<file path="src/rtl/square_wave_generator.sv">
// square_wave_generator: programmable 50 %-duty square-wave source whose half-period comes from a
// sequential restoring divider (CLK_FREQ / (2*freq)). Define BURST_MODE_EN to add burst_len/burst_done.
module square_wave_generator #(
  parameter int unsigned CLK_FREQ = 50_000_000,
  parameter int unsigned WIDTH    = 32
) (
  input  logic             clk,
  input  logic             rst,
  input  logic [WIDTH-1:0] freq_set,
  input  logic             load,
  input  logic             enable,
`ifdef BURST_MODE_EN
  input  logic [15:0]      burst_len,
  output logic             burst_done,
`endif
  output logic             signal_out,
  output logic [WIDTH-1:0] half_period,
  output logic             cfg_busy,
  output logic             cfg_done,
  output logic             cfg_err
);

  localparam logic [1:0] ST_IDLE = 2'd0;
  localparam logic [1:0] ST_DIV  = 2'd1;
  localparam logic [1:0] ST_RUN  = 2'd2;

  localparam int unsigned       ITER_W    = $clog2(WIDTH + 1);
  localparam logic [ITER_W-1:0] ITER_LAST = ITER_W'(WIDTH);
  localparam logic [WIDTH-1:0]  DIVIDEND  = WIDTH'(CLK_FREQ);
  localparam logic [WIDTH-1:0]  MAX_FREQ  = WIDTH'(CLK_FREQ / 2);

  logic [1:0]        state;
  logic [WIDTH:0]    divisor;
  logic [WIDTH:0]    rem;
  logic [WIDTH-1:0]  quo;
  logic [ITER_W-1:0] iter;
  logic [WIDTH-1:0]  counter;

  logic              load_legal;
  logic              illegal_load;
  logic              commit;
  logic [WIDTH+1:0]  rem_shift;
  logic [WIDTH:0]    rem_diff;
  logic [WIDTH:0]    rem_next;
  logic              rem_ge;
  logic [WIDTH-1:0]  quo_next;

  logic              halted;
  logic              wave_hold;
  logic              wave_toggle;

  // NOTE: every signal written in an always_comb is assigned on every path (defaults first),
  // so no combination of inputs can leave it holding a value and infer a latch.
  always_comb begin
    load_legal   = (freq_set != '0) && (freq_set <= MAX_FREQ);
    illegal_load = load && !load_legal;
    commit       = !load && (state == ST_DIV) && (iter == ITER_LAST);

    // One restoring step: shift the next dividend bit into the partial remainder, subtract if it fits.
    rem_shift = {rem, quo[WIDTH-1]};
    rem_ge    = rem_shift >= {1'b0, divisor};
    rem_diff  = rem_shift[WIDTH:0] - divisor;
    rem_next  = rem_ge ? rem_diff : rem_shift[WIDTH:0];
    quo_next  = {quo[WIDTH-2:0], rem_ge};
  end

  // NOTE: state registers use non-blocking assignments so every flop samples pre-edge values,
  // independent of statement order inside or across always_ff blocks.
  always_ff @(posedge clk or negedge rst) begin
    if (!rst) begin
      state       <= ST_IDLE;
      divisor     <= '0;
      rem         <= '0;
      quo         <= '0;
      iter        <= '0;
      half_period <= '0;
      cfg_busy    <= 1'b0;
      cfg_done    <= 1'b0;
      cfg_err     <= 1'b0;
    end else begin
      cfg_done <= 1'b0;
      if (load) begin
        if (load_legal) begin
          state    <= ST_DIV;
          cfg_busy <= 1'b1;
          cfg_err  <= 1'b0;
          divisor  <= {freq_set, 1'b0};
          rem      <= '0;
          quo      <= DIVIDEND;
          iter     <= '0;
        end else begin
          state       <= ST_IDLE;
          cfg_busy    <= 1'b0;
          cfg_err     <= 1'b1;
          half_period <= '0;
        end
      end else if (state == ST_DIV) begin
        if (iter == ITER_LAST) begin
          state       <= ST_RUN;
          cfg_busy    <= 1'b0;
          cfg_done    <= 1'b1;
          half_period <= quo;
        end else begin
          rem  <= rem_next;
          quo  <= quo_next;
          iter <= iter + ITER_W'(1);
        end
      end
    end
  end

  // A non-zero half_period means a valid period exists; it keeps driving the output while a
  // reload is still dividing.
  always_comb begin
    wave_hold   = illegal_load || !enable || halted;
    wave_toggle = !wave_hold && !commit && (half_period != '0) &&
                  (counter == half_period - WIDTH'(1));
  end

  always_ff @(posedge clk or negedge rst) begin
    if (!rst) begin
      counter    <= '0;
      signal_out <= 1'b0;
    end else if (wave_hold) begin
      counter    <= '0;
      signal_out <= 1'b0;
    end else if (commit) begin
      counter <= '0;
    end else if (half_period != '0) begin
      if (wave_toggle) begin
        counter    <= '0;
        signal_out <= ~signal_out;
      end else begin
        counter <= counter + WIDTH'(1);
      end
    end
  end

`ifdef BURST_MODE_EN
  logic [15:0] burst_len_q;
  logic [15:0] pulse_cnt;

  // Rising edges are counted; the falling edge after the burst_len-th rise halts the output.
  always_ff @(posedge clk or negedge rst) begin
    if (!rst) begin
      burst_len_q <= '0;
      pulse_cnt   <= '0;
      halted      <= 1'b0;
      burst_done  <= 1'b0;
    end else begin
      burst_done <= 1'b0;
      if (load && load_legal) begin
        burst_len_q <= burst_len;
      end
      if (illegal_load || commit || !enable) begin
        pulse_cnt <= '0;
        halted    <= 1'b0;
      end else if (wave_toggle) begin
        if (!signal_out) begin
          pulse_cnt <= pulse_cnt + 16'd1;
        end else if ((burst_len_q != '0) && (pulse_cnt == burst_len_q)) begin
          halted     <= 1'b1;
          burst_done <= 1'b1;
        end
      end
    end
  end
`else
  assign halted = 1'b0;
`endif

endmodule

</file>
<file path="config.mk">
export PLATFORM = sky130hd
export DESIGN_NAME = square_wave_generator
export DESIGN_NICKNAME = d
export VERILOG_FILES = /design/src/rtl/square_wave_generator.sv
export SDC_FILE = /design/constraint.sdc
export NUM_CORES = 1
export LEC_CHECK = 0
export CAP_MARGIN = 5
export CORE_MARGIN = 2
export CORE_UTILIZATION = 40
export DETAILED_ROUTE_END_ITERATION = 8
export PLACE_DENSITY = 0.63
export SLEW_MARGIN = 20
export SYNTH_ARGS = -nofsm -noshare
export SYNTH_HDL_FRONTEND = slang
export SYNTH_SLANG_ARGS = --single-unit
</file>
<file path="constraint.sdc">
create_clock -name clk -period 6.9 [get_ports clk]
set_input_delay 1.035 -clock clk [delete_from_list [all_inputs] [get_ports clk]]
set_output_delay 1.035 -clock clk [all_outputs]
set_load 0.02 [all_outputs]
</file>
* Word level (Yosys, flattened, before mapping)
Index checks and enable logic that the tools add are counted.
** Storage, ports and cells
- Bits in registers :: 173
- Bits of input ports :: 36
- Output and inout port bits :: 36
- Word-level logic and storage cells :: 87
** Cells by class
- $add $sub $neg :: 4
- Magnitude comparators :: 2
- Equality and inequality tests :: 7
- Multiplexer cells :: 37
- Bitwise logic cells :: 1
- Reductions and logical operators :: 25
** Operators with widths (count)
- 32-bit 2-to-1 mux :: 12
- 33-bit 2-to-1 mux :: 5
- 32-bit nonzero test :: 2
- 34-bit by 33-bit >= comparator with 1-bit output :: 1
- 33-bit subtractor :: 1
- 32-bit by 1-bit adder with 32-bit output (second input constant) :: 1
- 32-bit == test :: 1
- 32-bit by 25-bit less-or-equal comparator with 1-bit output (second input constant) :: 1
- 32-bit by 1-bit subtractor with 32-bit output (second input constant) :: 1
- 6-bit 2-to-1 mux :: 4
- 1-bit 2-to-1 mux :: 13
- 3-bit AND reduction :: 3
- 2-bit nonzero test :: 4
- 1-bit logical AND :: 7
- 6-bit by 1-bit adder with 6-bit output (second input constant) :: 1
- 6-bit == test (second input constant) :: 1
- 2-bit 2-to-1 mux :: 3
- 1-bit logical NOT :: 5
- 2-bit by 1-bit inequality test with 1-bit output (second input constant) :: 2
- 2-bit inequality test (second input constant) :: 2
- 2-bit AND reduction :: 2
- 3-bit nonzero test :: 1
- 2-bit by 1-bit == test with 1-bit output (second input constant) :: 1
- 1-bit logical OR :: 1
- 1-bit inverter :: 1

* Longest topological paths before layout
Gate-level depths: netlist of the first run.
- Depth after elaboration :: 13
- Gate-level depth with buffers :: 15

* Worst setup path after synthesis of the first run
Ideal clock, no wire load.
- Path type :: register to register
- Start :: reg half_period[0]
- End :: reg counter[7]
- Library setup time :: 0.121 ns
- Data arrival time :: 3.442 ns
- Slack :: 3.337 ns
- Cell stages (with the launch flop) :: 14
- Clock period less this slack :: 3.563 ns
- Path through :: dfrtp_1 > inv_1 > ha_1 > or4b_2 > buf_2 > or4_1 > mux2_2 > mux2i_1 > o22ai_1 > o2111ai_1 > a2111o_1 > buf_6 > a31o_2 > a22o_1
** On the way
- Cells in the longest elaborated chain, start to end :: 7
- Elaborated cells between the ends (all ways) :: 10
** Ends and longest elaborated chain
- from (decl) :: line 17 : output logic [WIDTH-1:0] half_period,
- from (signal assigned) :: line 102 : half_period <= quo;
- 32-bit by 1-bit subtractor with 32-bit output / 32-bit nonzero test (equally long branches) :: line 117, 116, 129
- 32-bit == test / 1-bit logical AND (equally long branches) :: line 117, 116
- 1-bit logical AND :: line 116 : wave_toggle = !wave_hold && !commit && (half_period != '0) &&
- 32-bit 2-to-1 mux :: line 130 : if (wave_toggle) begin
- 32-bit 2-to-1 mux :: line 129 : end else if (half_period != '0) begin
- 32-bit 2-to-1 mux :: line 127 : end else if (commit) begin
- 32-bit 2-to-1 mux :: line 124 : end else if (wave_hold) begin
- to (signal assigned) :: line 134 : counter <= counter + WIDTH'(1);
- to (decl) :: line 37 : logic [WIDTH-1:0] counter;
Parallel ways exist; a longest one is shown, timed or not. The select of a mux whose other input is x is not followed.
A chain may end at the register's enable or synchronous reset.

* Final worst setup path of the first run
- Start :: reg half_period[0]
- End :: reg counter[1]
The elaborated chain is that of the path after synthesis.

==> flow_metrics.env, run 1 <==
export IMPL_outcome="finished clean"
export IMPL_place_area_um2=11700
export IMPL_floorplan_rows=60
export IMPL_syn_avg_cell_area_um2=8.39
export IMPL_initial_utilization_pct=40.3
export IMPL_power_w=0.00230
export IMPL_cts_buffer_depth=2
export IMPL_synthDistinctLibCells=70
export IMPL_synth_most_common_cell="nand2_1"
export IMPL_grt_use_total_pct=20.5
export IMPL_synthCells=1282
export IMPL_cts_tree="done"
export IMPL_seq_area_um2=4300
export IMPL_num_io_pins=72
export IMPL_portBuffers=71
export IMPL_reg2reg_slack_ns=2.19
export IMPL_synth_edff_count=0
export IMPL_drt_first_pass_iters=5
export IMPL_wirelength_mm=28.2
export IMPL_routedWlPerCell_um=17.0
export IMPL_hold_buffers=0
export IMPL_max_slew_margin_pct=29.9
export IMPL_tns_ns=0
export IMPL_p_per_area_nw_per_um2=187
export IMPL_yosys_area_top_type_share_pct=40.0
export IMPL_reg2reg_depth=12
export IMPL_synth_top_cell_by_area="dfrtp_1"
export IMPL_gp_congestion=0.875
export IMPL_timing_rr_start="half_period[0]"
export IMPL_seq_area_frac_synth_pct=40.0
export IMPL_clock_sinks=172
export IMPL_finalCritPeriodShare_pct=68.2
export IMPL_dp_hpwl_mm=19.6
export IMPL_cts_clk_slew_worst_paths_ns=0.06
export IMPL_grt_ovfl_total=0
export IMPL_synth_flop_cell="dfrtp_1"
export IMPL_grt_max_degree=107
export IMPL_n_antenna_cell=0
export IMPL_critPathKind="flop to flop"
export IMPL_cts_setup_buffers=0
export IMPL_drv_slew=0
export IMPL_clock_skew_ns=0.00972
export IMPL_synthTopCellsByArea="dfrtp_1 40%, nand2_1 8.1%, o21ai_0 6.0%"
export IMPL_post_place_cells=1624
export IMPL_arrival_ns=5.01
export IMPL_die_area_um2=28200
export IMPL_vias=9403
export IMPL_required_ns=7.21
export IMPL_drt_antenna_violating_nets=0
export IMPL_clk_latency_ns=0.43
export IMPL_crit_fanout=29
export IMPL_multiInputGateArea_um2=5950
export IMPL_rsz0062_at_grt="false"
export IMPL_leakage_nw=5.61
export IMPL_viasPerCell=5.67
export IMPL_final_cell_area_um2=12300
export IMPL_grt_first_pass_wirelength_mm=46.9
export IMPL_fin_cells=1657
export IMPL_fmax_ghz=0.213
export IMPL_cts_resized=0
export IMPL_yosys_warnings=0
export IMPL_cp_end_kind="flop"
export IMPL_drc=0
export IMPL_synthArstFlopShare_pct=100
export IMPL_worst_ir_drop_vdd_mv=0.134
export IMPL_hold_class="input port to async pin"
export IMPL_synth_commonest_cells="233 x nand2_1, 172 x dfrtp_1, 128 x o21ai_0"
export IMPL_ctsRootBufferMaster="clkbuf_16"
export IMPL_nets=1376
export IMPL_die_x_um=168
export IMPL_worst_slew_pin_slew_ns=1.04
export IMPL_hold_viol_final=0
export IMPL_drive_gt1_share_pct=5.32
export IMPL_r2r_end="counter[1]"
export IMPL_period_needed_ns=4.71
export IMPL_fill_cells=2557
export IMPL_cts_buffers=17
export IMPL_area_growth_pct=14.8
export IMPL_core_um2=26700
export IMPL_ys_ff_latch=172
export IMPL_netlist_area_um2=10800
export IMPL_drt_initial_drc_count=833
export IMPL_htreeDepth=4
export IMPL_drv_cap=0
export IMPL_finalSetupViolCount=0
export IMPL_antenna_found_initial=1
export IMPL_fp_dieH_um=168
export IMPL_worstSetupStartpointType="flop"
export IMPL_grt_pass1_vias=8953
export IMPL_syn_nets=1355
-- cells by family (layout without fill, tap and decap cells) --
family | count (synthesis) | after routing | synth area share (%)
adder cells (fa/ha/maj) | 37 | 37 | 4.38
flip-flops | 172 | 172 | 40.0
AND/OR/NAND/NOR | 523 | 523 | 23.7
XOR/XNOR | 67 | 67 | 5.46
multiplexers | 36 | 36 | 3.39
buffers and inverters | 135 | 169 | 5.11
AO/OA/AOI/OAI | 312 | 312 | 18.0
-- worst max-delay path: stages, from the launching register on --
cell,delay (ns)
dfrtp_1,0.46
inv_1,0.11
ha_1,0.22
or4b_2,0.77
or4_1,0.52
mux2_2,0.26
mux2i_1,0.06
o22ai_1,0.32
o2111ai_1,0.19
a2111o_1,0.77
buf_4,0.39
and2_1,0.26
a22o_1,0.25
-- cell usage in the layout (no fill, tap or decap), types with 32 or more instances in the layout --
master,synthesis,routed
nand2_1,233,233
dfrtp_1,172,172
o21ai_0,128,128
clkdlybuf4s50_1,0,70
nor2_1,62,60
inv_1,54,54
nand3_1,48,48
a21oi_1,41,41
nor3_1,36,36
ha_1,36,36
xnor2_1,35,35
mux2i_1,33,33
xor2_1,32,32
-- per-layer routing --
layer | wire length [um] | up-vias | GRT usage [%]
met4 | 399 | 2 | 5.75
met5 | 30 | - | 0
met2 | 13200 | 236 | 33.4
met3 | 1290 | 23 | 3.13
li1 | - | 4597 | -
met1 | 13300 | 4545 | 28.3
-- registers in the layout, indices dropped and copies added (netlist names), 2 cells and up --
signal	flops
state	2
rem	33
iter	6
counter	32
divisor	32
half_period	32
quo	32
-- layout make-up --
cell class | count | share of cell area, %
Multi-Input combinational cell | 975 | 48.2
Inverter | 54 | 1.64
Timing Repair Buffer | 83 | 6.66
Tap cell | 341 | 3.46
Clock inverter | 9 | 1.29
Clock buffer | 23 | 3.87
Sequential cell | 172 | 34.9
-- how the worst max path moves through the flow --
stage	startpoint	to	slack [ns]	cells past startpoint
CTS	half_period[0]	counter[1]	2.21	12
floorplan	half_period[0]	counter[7]	3.34	13
global route	half_period[0]	counter[6]	1.93	12
global placement	freq_set[8]	rem[12]	2.12	10
finish	half_period[0]	counter[1]	2.19	12
detailed placement	freq_set[8]	rem[21]	2.04	10
-- where the power goes --
| group | switching (W) | internal (W) |
|---|---|---|
| logic | 0.000121 | 0.0000787 |
| clock network | 0.000408 | 0.000638 |
| registers | 0.0000159 | 0.00104 |
-- stage by stage --
step           setup WS [ns]  hold WS, ns  utilization, %
3_5_place_dp            2.04        0.489            43.8
3_3_place_gp            2.12        0.481            43.8
4_1_cts                 2.21        0.505            46.2
2_1_floorplan           3.34        0.462               -
5_1_grt                 1.93        0.501            46.3
6_report                2.19        0.490            46.3
Note: power is estimated with default switching activity, not from simulation.
==> inputs of run 2 (changes only) <==
==> constraint.sdc (replaced) <==
create_clock -name clk -period 4.8 [get_ports clk]
set_input_delay 0.72 -clock clk [delete_from_list [all_inputs] [get_ports clk]]
set_output_delay 0.72 -clock clk [all_outputs]
set_load 0.02 [all_outputs]
==> flow_metrics.env, run 2 (same netlist as run 1, synthesis figures left out) <==
export IMPL_outcome="finished clean"
export IMPL_worst_slack_ns=0.835
export IMPL_max_slew_margin_pct=37.8
export IMPL_fill_cells=2631
export IMPL_p_comb_share_pct=8.9
export IMPL_htreeDepth=4
export IMPL_cts_buffer_depth=2
export IMPL_arrival_ns=4.29
export IMPL_dp_slack_ns=0.573
export IMPL_initial_utilization_pct=40.3
export IMPL_p_per_area_nw_per_um2=261
export IMPL_critPathKind="flop to flop"
export IMPL_fp_dieH_um=168
export IMPL_rsz0062_at_grt="false"
export IMPL_cts_clk_slew_worst_paths_ns=0.07
export IMPL_cts_buffers=17
export IMPL_dp_hpwl_mm=20.1
export IMPL_crit_path_cell_trace="inv_1, ha_1, or4b_2, or4_1, mux2_2, mux2i_1, o22ai_1, o2111ai_1, a2111o_1, buf_4, and2_1, a22o_1"
export IMPL_wirelength_mm=28.1
export IMPL_core_um2=26700
export IMPL_die_area_um2=28200
export IMPL_n_antenna_cell=0
export IMPL_hold_buffers=0
export IMPL_fmax_ghz=0.252
export IMPL_grt_ovfl_total=0
export IMPL_portBuffers=71
export IMPL_multiInputGateArea_um2=5940
export IMPL_routedWlPerCell_um=16.9
export IMPL_num_io_pins=72
export IMPL_nets=1384
export IMPL_leakage_nw=5.62
export IMPL_clock_skew_ns=0.0160
export IMPL_largest_reg_flops=33
export IMPL_ctsRootBufferMaster="clkbuf_16"
export IMPL_drive_gt1_share_pct=5.89
export IMPL_largest_register="rem"
export IMPL_cp_end_kind="flop"
export IMPL_final_cell_mix="233 x nand2_1, 172 x dfrtp_1, 128 x o21ai_0"
export IMPL_drc=0
export IMPL_grt_max_degree=110
export IMPL_intPower_w=0.00239
export IMPL_p_seq_share_pct=47.2
export IMPL_crit_fanout=30
export IMPL_utilization_pct=46.3
export IMPL_path_buf_inv=2
export IMPL_worst_slew_pin_slew_ns=0.910
export IMPL_viasPerCell=5.68
export IMPL_clk_latency_ns=0.44
export IMPL_tns_ns=0
export IMPL_slowest_stage="or4b_2"
export IMPL_clock_power_share_pct=43.8
export IMPL_worst_ir_drop_vdd_mv=0.233
export IMPL_fin_cells=1665
export IMPL_cp_top_family="simple AND/OR/NAND/NOR gates"
export IMPL_grt_pass1_vias=8932
export IMPL_drv_slew=0
export IMPL_switchingPower_w=0.000827
export IMPL_clock_sinks=172
export IMPL_period_needed_ns=3.97
export IMPL_hold_viol_final=0
export IMPL_vias=9453
export IMPL_die_x_um=168
export IMPL_area_growth_pct=14.8
export IMPL_holdWs_ns=0.393
export IMPL_seq_area_um2=4300
export IMPL_worstSetupStartpointType="flop"
export IMPL_floorplan_rows=60
export IMPL_required_ns=5.13
export IMPL_drt_initial_drc_count=849
export IMPL_grt_use_total_pct=20.3
export IMPL_gp_congestion=0.894
export IMPL_drv_cap=0
export IMPL_critPathMaxStageDelay_ns=0.76
export IMPL_swShare_pct=25.7
export IMPL_drt_first_pass_iters=5
export IMPL_cts_resized=0
export IMPL_reg2reg_depth=12
export IMPL_grt_first_pass_wirelength_mm=46.5
export IMPL_hold_class="input port to async pin"
export IMPL_antenna_found_initial=0
export IMPL_finalSetupViolCount=0
export IMPL_finalCritPeriodShare_pct=82.6
export IMPL_drt_antenna_violating_nets=0
export IMPL_critical_path_depth=12
export IMPL_post_place_cells=1633
export IMPL_cts_setup_buffers=0
export IMPL_cts_tree="done"
export IMPL_final_common_cell="nand2_1"
[run 2: power groups by stage]
| stage | Combinational (W) | Clock [W] | Sequential [W] |
|---|---|---|---|
| final | 0.000288 | 0.00141 | 0.00152 |
| after global routing | 0.000325 | 0.00151 | 0.00153 |
| after CTS | 0.000290 | 0.00144 | 0.00152 |
| after detailed placement | 0.000288 | 0 | 0.00155 |
| after global placement | 0.000283 | 0 | 0.00155 |
| after floorplan | 0.000170 | 0 | 0.00154 |
[run 2: area by class of cell]
cell class / count / share of cell area, %
Timing Repair Buffer: 91 / 7.11
Clock buffer: 19 / 3.51
Multi-Input combinational cell: 975 / 48.1
Tap cell: 341 / 3.46
Sequential cell: 172 / 34.9
Inverter: 54 / 1.64
Clock inverter: 13 / 1.31
[run 2: final timing paths]
| check | from | to | slack, ns |
|---|---|---|---|
| max | half_period[0] | counter[1] | 0.83 |
| max in group asynchronous | rst | divisor[24] | 3.43 |
| min | rst | half_period[4] | 0.39 |
| min in group clk | cfg_err | cfg_err | 0.49 |
| min reg2reg | cfg_err | cfg_err | 0.49 |
| max reg2reg | half_period[0] | counter[1] | 0.83 |
[run 2: per-stage QoR]
step / total power (W) / instance area, um^2
2_1_floorplan: 0.00171 / 10800
3_3_place_gp: 0.00183 / 11700
3_5_place_dp: 0.00184 / 11700
4_1_cts: 0.00325 / 12300
5_1_grt: 0.00336 / 12300
6_report: 0.00322 / 12300
[run 2: routing by layer]
layer	routed length [um]	vias to the layer above	share of wire, %	global-route usage (%)
met2	12900	231	46	32.7
li1	-	4620	-	-
met4	495	0	1.8	6.09
met1	13500	4563	48	28.3
met5	0	-	0	0
met3	1290	39	4.6	3.06
==> inputs of run 3 (changes only) <==
--- a/config.mk
+++ b/config.mk
@@ -9,7 +9,7 @@
 export CORE_MARGIN = 2
 export CORE_UTILIZATION = 40
 export DETAILED_ROUTE_END_ITERATION = 8
-export PLACE_DENSITY = 0.63
+export PLACE_DENSITY = 0.65
 export SLEW_MARGIN = 20
 export SYNTH_ARGS = -nofsm -noshare
 export SYNTH_HDL_FRONTEND = slang
==> constraint.sdc (replaced) <==
create_clock -name clk -period 3.55 [get_ports clk]
set_input_delay 0.5325 -clock clk [delete_from_list [all_inputs] [get_ports clk]]
set_output_delay 0.5325 -clock clk [all_outputs]
set_load 0.02 [all_outputs]
==> flow_metrics.env, run 3 (same netlist as run 1, synthesis figures left out) <==
export IMPL_crit_fanout=16
export IMPL_required_ns=3.84
export IMPL_p_per_area_nw_per_um2=339
export IMPL_area_growth_pct=19.2
export IMPL_holdWs_ns=0.125
export IMPL_initial_utilization_pct=40.3
export IMPL_intPower_w=0.00326
export IMPL_wirelength_mm=28.3
export IMPL_grt_max_degree=72
export IMPL_grt_use_total_pct=20.6
export IMPL_die_area_um2=28200
export IMPL_viasPerCell=5.62
export IMPL_portBuffers=71
export IMPL_hold_class="input port to async pin"
export IMPL_hold_buffers=0
export IMPL_hold_viol_final=0
export IMPL_path_buf_inv=2
export IMPL_leakage_nw=5.89
export IMPL_core_um2=26700
export IMPL_cts_clk_slew_worst_paths_ns=0.07
export IMPL_drt_antenna_violating_nets=0
export IMPL_rsz0062_at_grt="false"
export IMPL_outcome="finished clean"
export IMPL_arrival_ns=3.75
export IMPL_n_antenna_cell=0
export IMPL_htreeDepth=4
export IMPL_post_place_cells=1683
export IMPL_die_x_um=168
export IMPL_num_io_pins=72
export IMPL_worst_ir_drop_vdd_mv=0.295
export IMPL_slowest_stage="a2111o_1"
export IMPL_cts_buffer_depth=2
export IMPL_drive_gt1_share_pct=9.90
export IMPL_clk_latency_ns=0.43
export IMPL_grt_ovfl_total=0
export IMPL_worst_slew_pin_slew_ns=0.674
export IMPL_worstSetupStartpointType="flop"
export IMPL_max_slew_margin_pct=55.1
export IMPL_routedWlPerCell_um=16.5
export IMPL_dp_hpwl_mm=21.0
export IMPL_clock_skew_ns=0.0114
export IMPL_drt_first_pass_iters=5
export IMPL_cp_end_kind="flop"
export IMPL_antenna_found_initial=0
export IMPL_swShare_pct=25.0
export IMPL_power_w=0.00435
export IMPL_p_seq_share_pct=47.2
export IMPL_floorplan_rows=60
export IMPL_drt_initial_drc_count=888
export IMPL_finalSetupViolCount=0
export IMPL_ctsRootBufferMaster="clkbuf_16"
export IMPL_drc=0
export IMPL_utilization_pct=48.1
export IMPL_crit_path_cell_trace="inv_1, ha_1, or4b_4, or4_4, mux2_2, mux2i_1, o22ai_2, o2111ai_2, a2111o_1, buf_6, a41oi_1, a31oi_1"
export IMPL_largest_register="rem"
export IMPL_vias=9645
export IMPL_cp_top_family="compound AO/OA/AOI/OAI gates"
export IMPL_grt_first_pass_wirelength_mm=47.5
export IMPL_final_common_cell="nand2_1"
export IMPL_drv_cap=0
export IMPL_nets=1435
export IMPL_period_needed_ns=3.46
export IMPL_drv_slew=0
export IMPL_fp_dieH_um=168
export IMPL_switchingPower_w=0.00109
export IMPL_final_cell_mix="233 x nand2_1, 171 x dfrtp_1, 128 x o21ai_0"
export IMPL_cts_tree="done"
export IMPL_gp_congestion=0.888
export IMPL_grt_pass1_vias=9354
export IMPL_clock_sinks=172
export IMPL_critPathMaxStageDelay_ns=0.54
export IMPL_fmax_ghz=0.289
export IMPL_critPathKind="flop to flop"
export IMPL_finalCritPeriodShare_pct=97.4
export IMPL_clock_power_share_pct=43.7
export IMPL_largest_reg_flops=33
export IMPL_p_comb_share_pct=9.1
export IMPL_cts_buffers=17
export IMPL_fin_cells=1715
[run 3: per-stage QoR]
| stage | setup TNS (ns) | setup slack (ns) | instance area [um^2] |
|---|---|---|---|
| after floorplan | 0 | 0.0159 | 10800 |
| after global placement | -0.0871 | -0.0375 | 12200 |
| after detailed placement | -0.718 | -0.123 | 12200 |
| after CTS | 0 | 0.0437 | 12800 |
| after global routing | 0 | 0.00126 | 12800 |
| final | 0 | 0.0917 | 12800 |
[run 3: what timing repair did]
action / in CTS / in global routing
resized for setup: 6 / 5
gates cloned: 1 / 0
setup endpoints to repair: 23 / 32
endpoints found under the hold margin: 0 / 0
pin swaps: 2 / 1
buffers inserted: 0 / 0
[run 3: area by class of cell]
| class | instances | area [um^2] |
|---|---|---|
| clock buffer | 19 | 453 |
| multi-input combinational | 976 | 5980 |
| tap | 341 | 427 |
| timing repair buffer | 141 | 1310 |
| sequential | 172 | 4310 |
| inverter | 54 | 203 |
| clock inverter | 12 | 139 |
| fill | 2572 | 13800 |
[run 3: power by group through the flow]
stage	Sequential (W)	Clock (W)	Combinational (W)
final	0.00206	0.00190	0.000394
after CTS	0.00206	0.00194	0.000399
after detailed placement	0.00209	0	0.000395
after global placement	0.00209	0	0.000386
after floorplan	0.00209	0	0.000230
after global routing	0.00206	0.00202	0.000451
[run 3: routing by layer]
metal  share of wire (%)  global-route usage [%]  vias to the layer above  routed length (um)
li1                    -                       -                     4735                   -
met4                 2.1                    6.43                        0                 606
met5                   0                       0                        -                   0
met2                  48                    34.5                      222               13500
met1                  46                    27.5                     4647               13000
met3                 4.2                    3.17                       41                1200
[run 3: worst paths after layout]
kind                                start     endpoint  slack (ns)  cells after the start
setup reg to reg           half_period[0]  counter[25]        0.09                     12
setup / recovery           half_period[0]  counter[25]        0.09                     12
hold / removal                        rst   counter[2]        0.12                      1
max in group asynchronous             rst      rem[30]        2.54                      2
min in group clk                  cfg_err      cfg_err        0.49                      1
hold reg to reg                   cfg_err      cfg_err        0.49                      1
